## config.mk

```make
export PLATFORM = sky130hd
export DESIGN_NAME = hazard_scoreboard
export DESIGN_NICKNAME = d
export VERILOG_FILES = /design/src/rtl/hazard_scoreboard.sv
export SDC_FILE = /design/constraint.sdc
export NUM_CORES = 1
export LEC_CHECK = 0
export ABC_AREA = 0
export CELL_PAD_IN_SITES_DETAIL_PLACEMENT = 1
export CELL_PAD_IN_SITES_GLOBAL_PLACEMENT = 1
export CORE_ASPECT_RATIO = 0.7
export CORE_MARGIN = 1.5
export CORE_UTILIZATION = 30
export CTS_BUF_LIST = sky130_fd_sc_hd__clkbuf_16
export CTS_CLUSTER_DIAMETER = 80
export DETAILED_ROUTE_END_ITERATION = 16
export GPL_ROUTABILITY_DRIVEN = 0
export PLACE_DENSITY_LB_ADDON = 0.05
export SETUP_SLACK_MARGIN = 0.4
export SYNTH_ARGS = -nofsm -noshare
export SYNTH_HDL_FRONTEND = slang
export SYNTH_SLANG_ARGS = --single-unit
```

## constraint.sdc

```tcl
create_clock -name clk -period 5.46 [get_ports clk]
set_input_delay 1.092 -clock clk [delete_from_list [all_inputs] [get_ports clk]]
set_output_delay 1.092 -clock clk [all_outputs]
set_load 0.01 [all_outputs]
```

## src/rtl/hazard_scoreboard.sv

```systemverilog
// hazard_scoreboard: per-register countdown scoreboard that stalls IF/ID on reads of results not yet available
module hazard_scoreboard #(
  parameter int REG_AW     = 4,
  parameter int NUM_REGS   = 16,
  parameter int FORWARD_EN = 1,
  parameter int LOAD_LAT   = 1,
  parameter int WB_LAT     = 3,
  parameter int SC_W       = 16
) (
  input  logic                clk,
  input  logic                rst,
  input  logic                id_valid,
  input  logic                Two_src,
  input  logic [REG_AW-1:0]   src1,
  input  logic [REG_AW-1:0]   src2,
  input  logic [REG_AW-1:0]   id_dest,
  input  logic                id_wb_en,
  input  logic                id_mem_r_en,
  input  logic                freeze,
  input  logic                flush,
  output logic                hazard_detected,
  output logic [NUM_REGS-1:0] busy_mask,
  output logic [SC_W-1:0]     stall_count
);
  localparam logic [3:0] LAT = 4'(FORWARD_EN != 0 ? LOAD_LAT : WB_LAT);
  logic [3:0]      timer_q [NUM_REGS];
  logic [3:0]      timer_d [NUM_REGS];
  logic [SC_W-1:0] stall_count_q, stall_count_d;
  logic            issue;
  always_comb begin
    hazard_detected = id_valid & ~flush & ((timer_q[src1] != 4'd0) | (Two_src & (timer_q[src2] != 4'd0)));
    issue = id_valid & ~flush & ~freeze & ~hazard_detected & id_wb_en & (id_mem_r_en | (FORWARD_EN == 0));
    for (int r = 0; r < NUM_REGS; r++) begin
      busy_mask[r] = timer_q[r] != 4'd0;
      // a reload on issue takes priority over the same-cycle decrement
      timer_d[r] = (issue && id_dest == REG_AW'(r)) ? LAT :
                   (!freeze && busy_mask[r]) ? timer_q[r] - 4'd1 : timer_q[r];
    end
    stall_count_d = (id_valid & hazard_detected & ~freeze & ~&stall_count_q) ? stall_count_q + 1'b1 : stall_count_q;
  end
  always_ff @(posedge clk) begin
    if (rst) begin
      for (int r = 0; r < NUM_REGS; r++) timer_q[r] <= 4'd0;
      stall_count_q <= '0;
    end else begin
      timer_q       <= timer_d;
      stall_count_q <= stall_count_d;
    end
  end
  assign stall_count = stall_count_q;
endmodule

```

After elaboration in Yosys (flattened, before gate mapping)
Index checks and enable logic that the tools add are counted.

storage, ports and cells
  register bits after elaboration = 80
  output and inout bits = 33
  logic and storage cells = 207

operators by class
  add/sub/neg operators = 17
  magnitude comparators = 2
  equal/unequal tests = 15
  muxes and demuxes = 38
  bitwise operators = 16
  reductions and logical operators = 86

operators with widths
  operator                                                             number
  4-bit nonzero test                                                   18
  4-bit by 1-bit subtractor with 4-bit output (second input constant)  16
  4-bit binary-select mux with 4-bit select                            2
  4-bit == test (second input constant)                                8
  1-bit logical AND                                                    32
  1-bit 2-to-1 mux                                                     32
  2-bit nonzero test                                                   16
  2-bit OR reduction                                                   16
  16-bit by 1-bit adder with 16-bit output (second input constant)     1
  4-bit by 3-bit == test with 1-bit output (second input constant)     4
  4-bit 2-to-1 mux                                                     4
  16-bit AND reduction                                                 1
  1-bit bitwise AND                                                    10
  5-bit >= comparator (second input constant)                          2
  4-bit inverter with 5-bit output                                     2
  4-bit by 2-bit == test with 1-bit output (second input constant)     2
  4-bit by 1-bit == test with 1-bit output (second input constant)     1
  4-bit zero test                                                      1
  1-bit inverter                                                       3
  1-bit zero test                                                      2
  1-bit bitwise OR                                                     1

Depth between registers and ports, before layout
Gate-level depths: netlist (run 1).

  word-level depth = 14
  gate-level depth with buffers = 9

Worst setup path before layout (run 1)
Ideal clock, no wire load.

  path type = input to output
  start = input port src2[1]
  end = output port hazard_detected
  data arrival time = 2.973 ns
  data required time = 4.368 ns
  setup slack = 1.395 ns
  cell stages on the path = 7
  cells stage by stage = clkbuf_1 > mux4_2 > nor3b_1 > or4_4 > nand2_2 > buf_2 > and3b_1

between the ends
  word-level cells in the longest chain between the ends = 8

RTL lines
  element                                                 RTL line  RTL
  from (decl)                                             15        input logic [REG_AW-1:0] src2,
  4-bit inverter with 5-bit output (implied by the code)  31        hazard_detected = id_valid & ~flush & ((timer_q[src1] != 4'd0) | (Two_src & (timer_q[src2] != 4'd0)));
  4-bit binary-select mux with 4-bit select               31
  4-bit 2-to-1 mux (implied by the code) (2 in a row)     31
  4-bit nonzero test                                      31
  1-bit bitwise AND                                       31
  1-bit bitwise OR                                        31
  1-bit bitwise AND                                       31
  to (decl)                                               21        output logic hazard_detected,

No other way between the ends. The select of a mux whose other input is x is not followed.

Worst setup path after layout (run 1)
Same ends and word-level chain as after synthesis.

==> out/summary.txt, run 1 <==
=======================================================================================
Outcome                                                                       completed
Horiz. Die Dim                                                                   154 µm
Clk slew on worst S/H paths                                                       60 ps
Post-cts resize count                                                                 0
Slew headroom                                                                     30.0%
Number of antenna violations at the first check in global routing                     0
Critical path peak fanout                                                             5
Nets@finish                                                                         658
Number of I/O pins                                                                   53
Remaining design rule violation count                                                 0
Peak per-stage delay on the critical path                                        660 ps
Vertical extent of the die                                                       108 µm
Fill cell instance count of the final layout                                      1,875
Worst slack after detailed placement                                             630 ps
Antenna Diode Count                                                                   0
DR vias/cell                                                                       5.27
Post-cts hold buffer count                                                            0
Iteration count of the initial detailed-routing pass                                  4
Final HPWL DP                                                                 10,200 µm
Areal power density over the cells                                           532 nW/µm²
Area growth from synthesis to layout                                              20.9%
Leading cell types by total area after synthesis                           dfxtp_1 (34%), nor3_1 (4.6%), ha_1 (4.5%), a21oi_1 (4.1%), nor2_1 (3.9%)
Most common cell on crit path                                              clkdlybuf4s50_1
Setup WS post-layout                                                             596 ps
First-pass GRT wire length                                                    22,600 µm
Max-capacitance violation count                                                       0
GR Overflow Total                                                                     0
# rows                                                                               38
Ranking of synthesized cells by instance count                             dfxtp_1 (80), nor2_1 (49), nor3_1 (44), nand2_1 (43), a21oi_1 (39)
Clock buffer count from CTS                                                           9
Number of nets in the synthesized netlist                                           613
Time the worst path needs with I/O delays and setup                             4860 ps
Syn_area_per_cell                                                              8.28 µm²
Buffer cell driving the clock tree root                                       clkbuf_16
Number of violations reported at the end of detailed-routing iteration 0            131
# Post-CTS Setup Buffers                                                              0
Setup-failing EPs final                                                               0
Top FF cell, synth                                                              dfxtp_1
Max frequency                                                                   206 MHz
Share of the synthesized area in the top cell type                                33.6%
Global routing usage summed across all routing layers                             17.1%
EDFF count, synth                                                                     0
Clock latency on the worst-skew pair                                             340 ps
Classification of the worst-slack hold path                                     reg2reg
Syn Std Cell Area                                                              4770 µm²
Final clock skew                                                                8.95 ps
Total power of the final layout                                                 3070 µW
Total count of hold-check failures in the final report                                0
Unique cell type count in the Yosys netlist                                          46
Antenna Violating Nets Remaining                                                      0
Total via count after detailed routing                                            4,349
WP data arrival                                                                 3770 ps
Top cell type by total area after synthesis                                     dfxtp_1
Sequential element share of the synthesized area                                  33.6%
Final number of max-transition violations                                             0
Max H-tree Level                                                                      3
Kind of cell adding the most delay to the critical path                    buffers and inverters
Detail-routed net length per standard cell                                      16.5 µm
Initial Util                                                                      30.8%
Register bit count reported by yosys                                                 80
Largest net degree at the start of global routing                                    50
Number of input and output port buffers inserted                                     52
Die ar.                                                                      16,700 µm²
Synthesized instance count                                                          576
Async set or reset register ratio after synthesis                                    0%
Leakage component of the power                                               0.00210 µW
Critical path data required time                                                4370 ps
Type of element capturing the critical path                                  output pin
Vias in the first global route                                                    4,342
Cell Chain, Critical Path                                                  clkdlybuf4s50_1 > mux4_2 > nor3b_1 > or4_4 > nand2_2 > and3b_1 > clkdlybuf4s50_1
Most common cell in the netlist                                                 dfxtp_1
Worst Path Class, Setup                                                          in2out
Final Cycle Share                                                                 89.1%
Ratio of cells with drive above 1 in the final layout                             8.95%
Core region area                                                             15,500 µm²
Unrepaired setup endpoints after global routing                                      no
Routed WL                                                                     13,600 µm
Critical-path top delay cell                                               clkdlybuf4s50_1
Number of buffers and inverters on the critical path                                  2
Synth Warn #                                                                          0
Maximum buffer depth of the clock tree                                                2
Total clock sinks                                                                    80
Setup crit start kind                                                      primary input
Worst voltage drop across the vdd grid                                         0.247 mV
CTS tree                                                                            yes
Tightest Pin Transition                                                         1050 ps
Post-Route Setup TNS                                                               0 ps
=======================================================================================
[stage by stage]
stage | utilization, % | instance area, µm² | hold slack, ps | instances
finish | 37.2 | 5770 | 530 | 826
global route | 37.2 | 5770 | 579 | 826
CTS | 37.2 | 5770 | 543 | 826
detailed placement | 35.3 | 5480 | 532 | 810
global placement | 35.3 | 5480 | 518 | 810
floorplan | - | 4770 | 521 | 576
[final cells by class]
class	count	area, µm²	area share (%)
Inverter	33	124	2.15
Sequential cell	80	1600	27.8
Timing Repair Buffer	58	561	9.72
Clock inverter	7	63.8	1.11
Clock buffer	9	225	3.91
Tap cell	200	250	4.34
Multi-Input combinational cell	439	2940	51.0
[worst reg2reg max path: stages, from the launching register on]
cell       delay [ps]
dfxtp_1           350
nor4_1            710
mux4_2            410
nor3_1             50
a2111oi_2         680
nand2_2           130
buf_4             290
nor4_1            710
nor3_1            110
[kinds of logic after synthesis]
family	after synthesis	synth area share, %
xor+xnor	19	3.49
simple gates	275	32.7
fa+ha+maj	17	4.46
compound gates	99	13.4
mux	29	7.66
buf+inv	57	4.72
flops	80	33.6
[final timing paths]
check                  from              end  slack [ps]  depth (start not counted)
max reg2reg     timer_q[54]      timer_q[42]        1890                          8
min          stall_count[1]   stall_count[1]         530                          2
min reg2reg  stall_count[1]   stall_count[1]         530                          2
max                 src2[1]  hazard_detected         600                          7
[per-layer routing]
| layer | global-route usage, % | wire length, µm |
|---|---|---|
| met2 | 27.5 | 6000 |
| met5 | 0 | 0 |
| met4 | 3.88 | 99 |
| met3 | 3.33 | 339 |
| met1 | 23.8 | 7190 |
[where the power goes]
part	total, µW	internal [µW]	switching (µW)
combinational	1590	746	841
clock	598	350	248
sequential	885	734	151
[placed cells by master (no fill, tap or decap), types with 2 or more instances in the layout]
cell type,instances
or4_1,13
o21ba_1,8
nor4_2,7
nand3_1,11
nor3_2,4
nand4_1,7
clkinvlp_4,2
clkdlybuf4s50_1,51
xnor2_1,19
buf_4,6
mux2i_1,14
o21ai_0,19
nand2b_1,27
and4_1,2
ha_1,17
and3_1,4
nor2_1,49
clkinv_2,3
and3b_1,2
clkbuf_16,9
nor4_1,24
mux2_2,10
nor3_1,44
o22ai_1,3
o2bb2ai_1,8
nand2_1,43
a2111oi_0,2
nor2b_1,10
mux4_2,5
a211oi_1,16
inv_1,34
a21oi_1,39
dfxtp_1,80
nor3b_1,19
[flip-flops by register name, indices dropped and copies added (netlist names)]
register	count
stall_count	16
timer_q	64
Power figures use the tool's default switching activity.
==> run 2: changes to the inputs <==
--- a/config.mk
+++ b/config.mk
@@ -6,6 +6,7 @@
 export NUM_CORES = 1
 export LEC_CHECK = 0
 export ABC_AREA = 0
+export CAP_MARGIN = 20
 export CELL_PAD_IN_SITES_DETAIL_PLACEMENT = 1
 export CELL_PAD_IN_SITES_GLOBAL_PLACEMENT = 1
 export CORE_ASPECT_RATIO = 0.7
@@ -16,7 +17,9 @@
 export DETAILED_ROUTE_END_ITERATION = 16
 export GPL_ROUTABILITY_DRIVEN = 0
 export PLACE_DENSITY_LB_ADDON = 0.05
+export REMOVE_ABC_BUFFERS = 1
 export SETUP_SLACK_MARGIN = 0.4
+export SLEW_MARGIN = 20
 export SYNTH_ARGS = -nofsm -noshare
 export SYNTH_HDL_FRONTEND = slang
 export SYNTH_SLANG_ARGS = --single-unit
==> out/summary.txt, run 2 (synthesis gave the netlist of run 1 again) <==
=======================================================================================
Post-cts hold buffer count                                                            0
Met2 track utilization from global routing                                        29.2%
Fin util                                                                          37.2%
Buffer cell driving the clock tree root                                       clkbuf_16
DR vias/cell                                                                       5.23
Outcome                                                                       completed
Number of violations reported at the end of detailed-routing iteration 0            138
Final hold slack                                                                 559 ps
Critical path data required time                                                4370 ps
Total clock sinks                                                                    80
Classification of the worst-slack hold path                                     reg2reg
Time the worst path needs with I/O delays and setup                             4820 ps
Clk slew on worst S/H paths                                                       60 ps
# rows                                                                               38
Nets@finish                                                                         657
Max frequency                                                                   208 MHz
Max H-tree Level                                                                      3
Vias in the first global route                                                    4,316
Core region area                                                             15,500 µm²
DP Cell Count                                                                       809
Antenna Violating Nets Remaining                                                      0
Final clock skew                                                                6.25 ps
Iteration count of the initial detailed-routing pass                                  4
Horiz. Die Dim                                                                   154 µm
Peak per-stage delay on the critical path                                        610 ps
Routed WL                                                                     13,500 µm
Initial Util                                                                      30.8%
Met3 Track Usage GR                                                               3.93%
Final Cycle Share                                                                 88.2%
GR Overflow Total                                                                     0
Ratio of cells with drive above 1 in the final layout                             8.16%
Clock buffer count from CTS                                                           9
Most frequent cells in the layout                                          dfxtp_1 (80), clkdlybuf4s50_1 (51), nor2_1 (49)
Total power of the final layout                                                 3100 µW
Type of element capturing the critical path                                  output pin
Clock latency on the worst-skew pair                                             340 ps
Critical-path top delay cell                                               clkdlybuf4s50_1
GRT Max-Usage Layer                                                                met2
Critical path peak fanout                                                             5
Setup crit start kind                                                      primary input
Areal power density over the cells                                           537 nW/µm²
Die ar.                                                                      16,700 µm²
Max-capacitance violation count                                                       0
Detail-routed net length per standard cell                                      16.3 µm
CTS tree                                                                            yes
Maximum buffer depth of the clock tree                                                2
Most common cell after layout, fill and taps aside                              dfxtp_1
Most common cell on crit path                                              clkdlybuf4s50_1
# Post-CTS Setup Buffers                                                              0
Top register by number of flip-flops                                            timer_q
Setup-failing EPs final                                                               0
Flip-flop count of the largest register after layout                                 64
Slew headroom                                                                     27.9%
Global routing usage summed across all routing layers                             17.0%
Final number of max-transition violations                                             0
Total count of hold-check failures in the final report                                0
Total via count after detailed routing                                            4,318
Area growth from synthesis to layout                                              21.1%
Leakage component of the power                                               0.00210 µW
Post-cts resize count                                                                 0
Post-Route Setup TNS                                                               0 ps
Final HPWL DP                                                                 10,100 µm
Met1 capacity usage during global routing                                         21.6%
Number of I/O pins                                                                   53
Worst Path Class, Setup                                                          in2out
Number of non-filler instances in the completed layout                              825
Worst voltage drop across the vdd grid                                         0.239 mV
Number of input and output port buffers inserted                                     52
Antenna Diode Count                                                                   0
Vertical extent of the die                                                       108 µm
Tightest Pin Transition                                                         1070 ps
Remaining design rule violation count                                                 0
Number of antenna violations at the first check in global routing                     0
Unrepaired setup endpoints after global routing                                      no
Largest net degree at the start of global routing                                    81
First-pass GRT wire length                                                    22,000 µm
Cell Chain, Critical Path                                                  clkdlybuf4s50_1 > mux4_2 > nor3b_1 > or4_4 > nand2_2 > and3b_1 > clkdlybuf4s50_1
WP data arrival                                                                 3720 ps
=======================================================================================
-- run 2: cell types whose count changed in the layout (fill, tap and decap cells not counted) --
cell and delta:
inv_1 +1, clkinv_1 +3, buf_4 -1, bufinv_16 +1, clkinv_2 -3, clkinvlp_4 -2
-- run 2: per-stage QoR --
| step | setup slack, ps | area, µm² |
|---|---|---|
| floorplan | 1480 | 4670 |
| global placement | 686 | 5470 |
| detailed placement | 657 | 5470 |
| CTS | 641 | 5770 |
| global route | 546 | 5770 |
| finish | 644 | 5770 |
-- run 2: area by class of cell --
type	instances	area, µm²
clock buffer	9	225
clock inverter	7	78.8
fill	1860	9730
inverter	33	124
multi-input combinational	439	2940
sequential	80	1600
tap	200	250
timing repair buffer	57	553
-- run 2: power breakdown --
| part | switching, µW | leakage, µW | internal (µW) |
|---|---|---|---|
| Combinational | 839 | 0.00130 | 746 |
| Sequential | 149 | 0.000650 | 734 |
| Clock | 242 | 0.000155 | 393 |
| Total | 1230 | 0.00210 | 1870 |
-- run 2: worst paths after layout --
| check | cells after the start | from | endpoint | slack [ps] |
|---|---|---|---|---|
| setup / recovery | 7 | src2[1] | hazard_detected | 640 |
| hold reg to reg | 2 | stall_count[1] | stall_count[1] | 560 |
| setup reg to reg | 8 | timer_q[54] | timer_q[41] | 1670 |
| hold / removal | 2 | stall_count[1] | stall_count[1] | 560 |
-- run 2: metal layers --
metal / vias to the layer above / share of wire [%] / routed length, µm
li1: 2176 / - / -
met1: 2092 / 49 / 6560
met2: 40 / 47 / 6340
met3: 10 / 3.3 / 448
met4: 0 / 1.1 / 144
met5: - / 0 / 0
-- run 2: critical path: cells and delay by family --
kind / cells / cell delay, ps
buffers and inverters: 2 / 1150
muxes: 1 / 530
and+or+nand+nor: 4 / 950
==> run 3: changes to the inputs <==
--- a/config.mk
+++ b/config.mk
@@ -9,13 +9,11 @@
 export CAP_MARGIN = 20
 export CELL_PAD_IN_SITES_DETAIL_PLACEMENT = 1
 export CELL_PAD_IN_SITES_GLOBAL_PLACEMENT = 1
-export CORE_ASPECT_RATIO = 0.7
 export CORE_MARGIN = 1.5
 export CORE_UTILIZATION = 30
 export CTS_BUF_LIST = sky130_fd_sc_hd__clkbuf_16
 export CTS_CLUSTER_DIAMETER = 80
 export DETAILED_ROUTE_END_ITERATION = 16
-export GPL_ROUTABILITY_DRIVEN = 0
 export PLACE_DENSITY_LB_ADDON = 0.05
 export REMOVE_ABC_BUFFERS = 1
 export SETUP_SLACK_MARGIN = 0.4
==> out/summary.txt, run 3 (synthesis gave the netlist of run 1 again) <==
=======================================================================================
Fill cell instance count of the final layout                                      1,830
Global routing usage summed across all routing layers                             17.0%
Worst voltage drop across the vdd grid                                         0.283 mV
Die ar.                                                                      16,700 µm²
Post-Route Setup TNS                                                               0 ps
Nets@finish                                                                         656
Max H-tree Level                                                                      3
Post-cts hold buffer count                                                            0
Leakage component of the power                                               0.00209 µW
Detail-routed net length per standard cell                                      15.9 µm
Most frequent cells in the layout                                          dfxtp_1 (80), clkdlybuf4s50_1 (51), nor2_1 (49)
First-pass GRT wire length                                                    22,000 µm
CTS tree                                                                            yes
Total placed instance area                                                     5480 µm²
Vertical extent of the die                                                       129 µm
Top register by number of flip-flops                                            timer_q
Areal power density over the cells                                           529 nW/µm²
Final hold slack                                                                 542 ps
Type of element capturing the critical path                                  output pin
Remaining design rule violation count                                                 0
DR vias/cell                                                                       5.20
Classification of the worst-slack hold path                                     reg2reg
Initial Util                                                                      31.0%
Number of violations reported at the end of detailed-routing iteration 0            174
Clk slew on worst S/H paths                                                       60 ps
Total clock sinks                                                                    80
Routability congestion estimate from global placement                             0.752
Largest net degree at the start of global routing                                    55
Final HPWL DP                                                                   9790 µm
Total count of hold-check failures in the final report                                0
Ratio of cells with drive above 1 in the final layout                             8.33%
Worst setup path startpoint                                                     src2[1]
Antenna Diode Count                                                                   0
Final Cycle Share                                                                 88.2%
Setup-failing EPs final                                                               0
Routed WL                                                                     13,300 µm
Setup crit start kind                                                      primary input
Vias in the first global route                                                    4,301
Antenna Violating Nets Remaining                                                      0
Area used by sequential logic in the layout                                    1600 µm²
Worst Path Class, Setup                                                          in2out
Flip-flop count of the largest register after layout                                 64
Max-capacitance violation count                                                       0
Unrepaired setup endpoints after global routing                                      no
Area growth from synthesis to layout                                              20.9%
Number of antenna violations at the first check in global routing                     0
Total via count after detailed routing                                            4,338
Maximum buffer depth of the clock tree                                                2
# Post-CTS Setup Buffers                                                              0
Fin util                                                                          37.5%
Clock buffer count from CTS                                                           9
Critical path data required time                                                4370 ps
Critical R2R Launch                                                         timer_q[54]
Clock latency on the worst-skew pair                                             350 ps
Post-cts resize count                                                                 0
Final clock skew                                                                5.58 ps
Number of input and output port buffers inserted                                     52
Outcome                                                                       completed
Launch instance of the worst min-delay path                                stall_count[1]
Iteration count of the initial detailed-routing pass                                  4
Buffer cell driving the clock tree root                                       clkbuf_16
GR Overflow Total                                                                     0
Horiz. Die Dim                                                                   129 µm
Number of I/O pins                                                                   53
Most common cell after layout, fill and taps aside                              dfxtp_1
Post-route design area                                                         5770 µm²
Max frequency                                                                   208 MHz
Final number of max-transition violations                                             0
Slew headroom                                                                     37.4%
Multi-input logic area                                                         2940 µm²
Tightest Pin Transition                                                          936 ps
WP data arrival                                                                 3730 ps
# rows                                                                               45
Critical path peak fanout                                                             5
Time the worst path needs with I/O delays and setup                             4820 ps
Core region area                                                             15,400 µm²
=======================================================================================
## run 3: cell count changes in the layout (fill, tap and decap cells not counted), sizes merged
cell / previous run / this run
clkinv: 3 / 0
clkinvlp: 0 / 2
buf: 6 / 5
bufinv: 2 / 1
inv: 35 / 37
## run 3: per-stage QoR
stage          power, µW  setup WS, ps  cells
2_1_floorplan       1890          1480    552
3_3_place_gp        2440           697    819
3_5_place_dp        2480           654    819
4_1_cts             3100           637    835
5_1_grt             3310           562    835
6_report            3050           642    835
## run 3: critical path: stages
cell,delay (ps)
clkdlybuf4s50_1,640
mux4_2,540
nor3b_1,160
or4_4,510
nand2_2,90
and3b_1,160
clkdlybuf4s50_1,530
## run 3: final cells by class
type	instances	area share, %
sequential	80	27.8
inverter	33	2.15
clock buffer	9	3.91
timing repair buffer	56	9.46
tap	211	4.58
clock inverter	7	1.13
multi-input combinational	439	51.0
## run 3: power breakdown
part	internal [µW]	switching [µW]	total [µW]
clock	351	251	602
combinational	744	820	1560
sequential	734	150	884
total	1830	1220	3050
## run 3: routing by layer
metal  track usage [%]  wire length, µm  up-vias  part of all wire [%]
li1                  -                -     2170                     -
met1              22.1             6430     2107                    48
met2              27.7             6270       47                    47
met3              3.88              389       14                   2.9
met4              5.82              220        0                   1.7
met5                 0                0        -                     0
## run 3: worst paths after layout
| path | cells after the start | slack [ps] | endpoint |
|---|---|---|---|
| max | 7 | 640 | hazard_detected |
| min | 2 | 540 | stall_count[1] |
| max reg2reg | 8 | 2010 | timer_q[41] |
| min reg2reg | 2 | 540 | stall_count[1] |
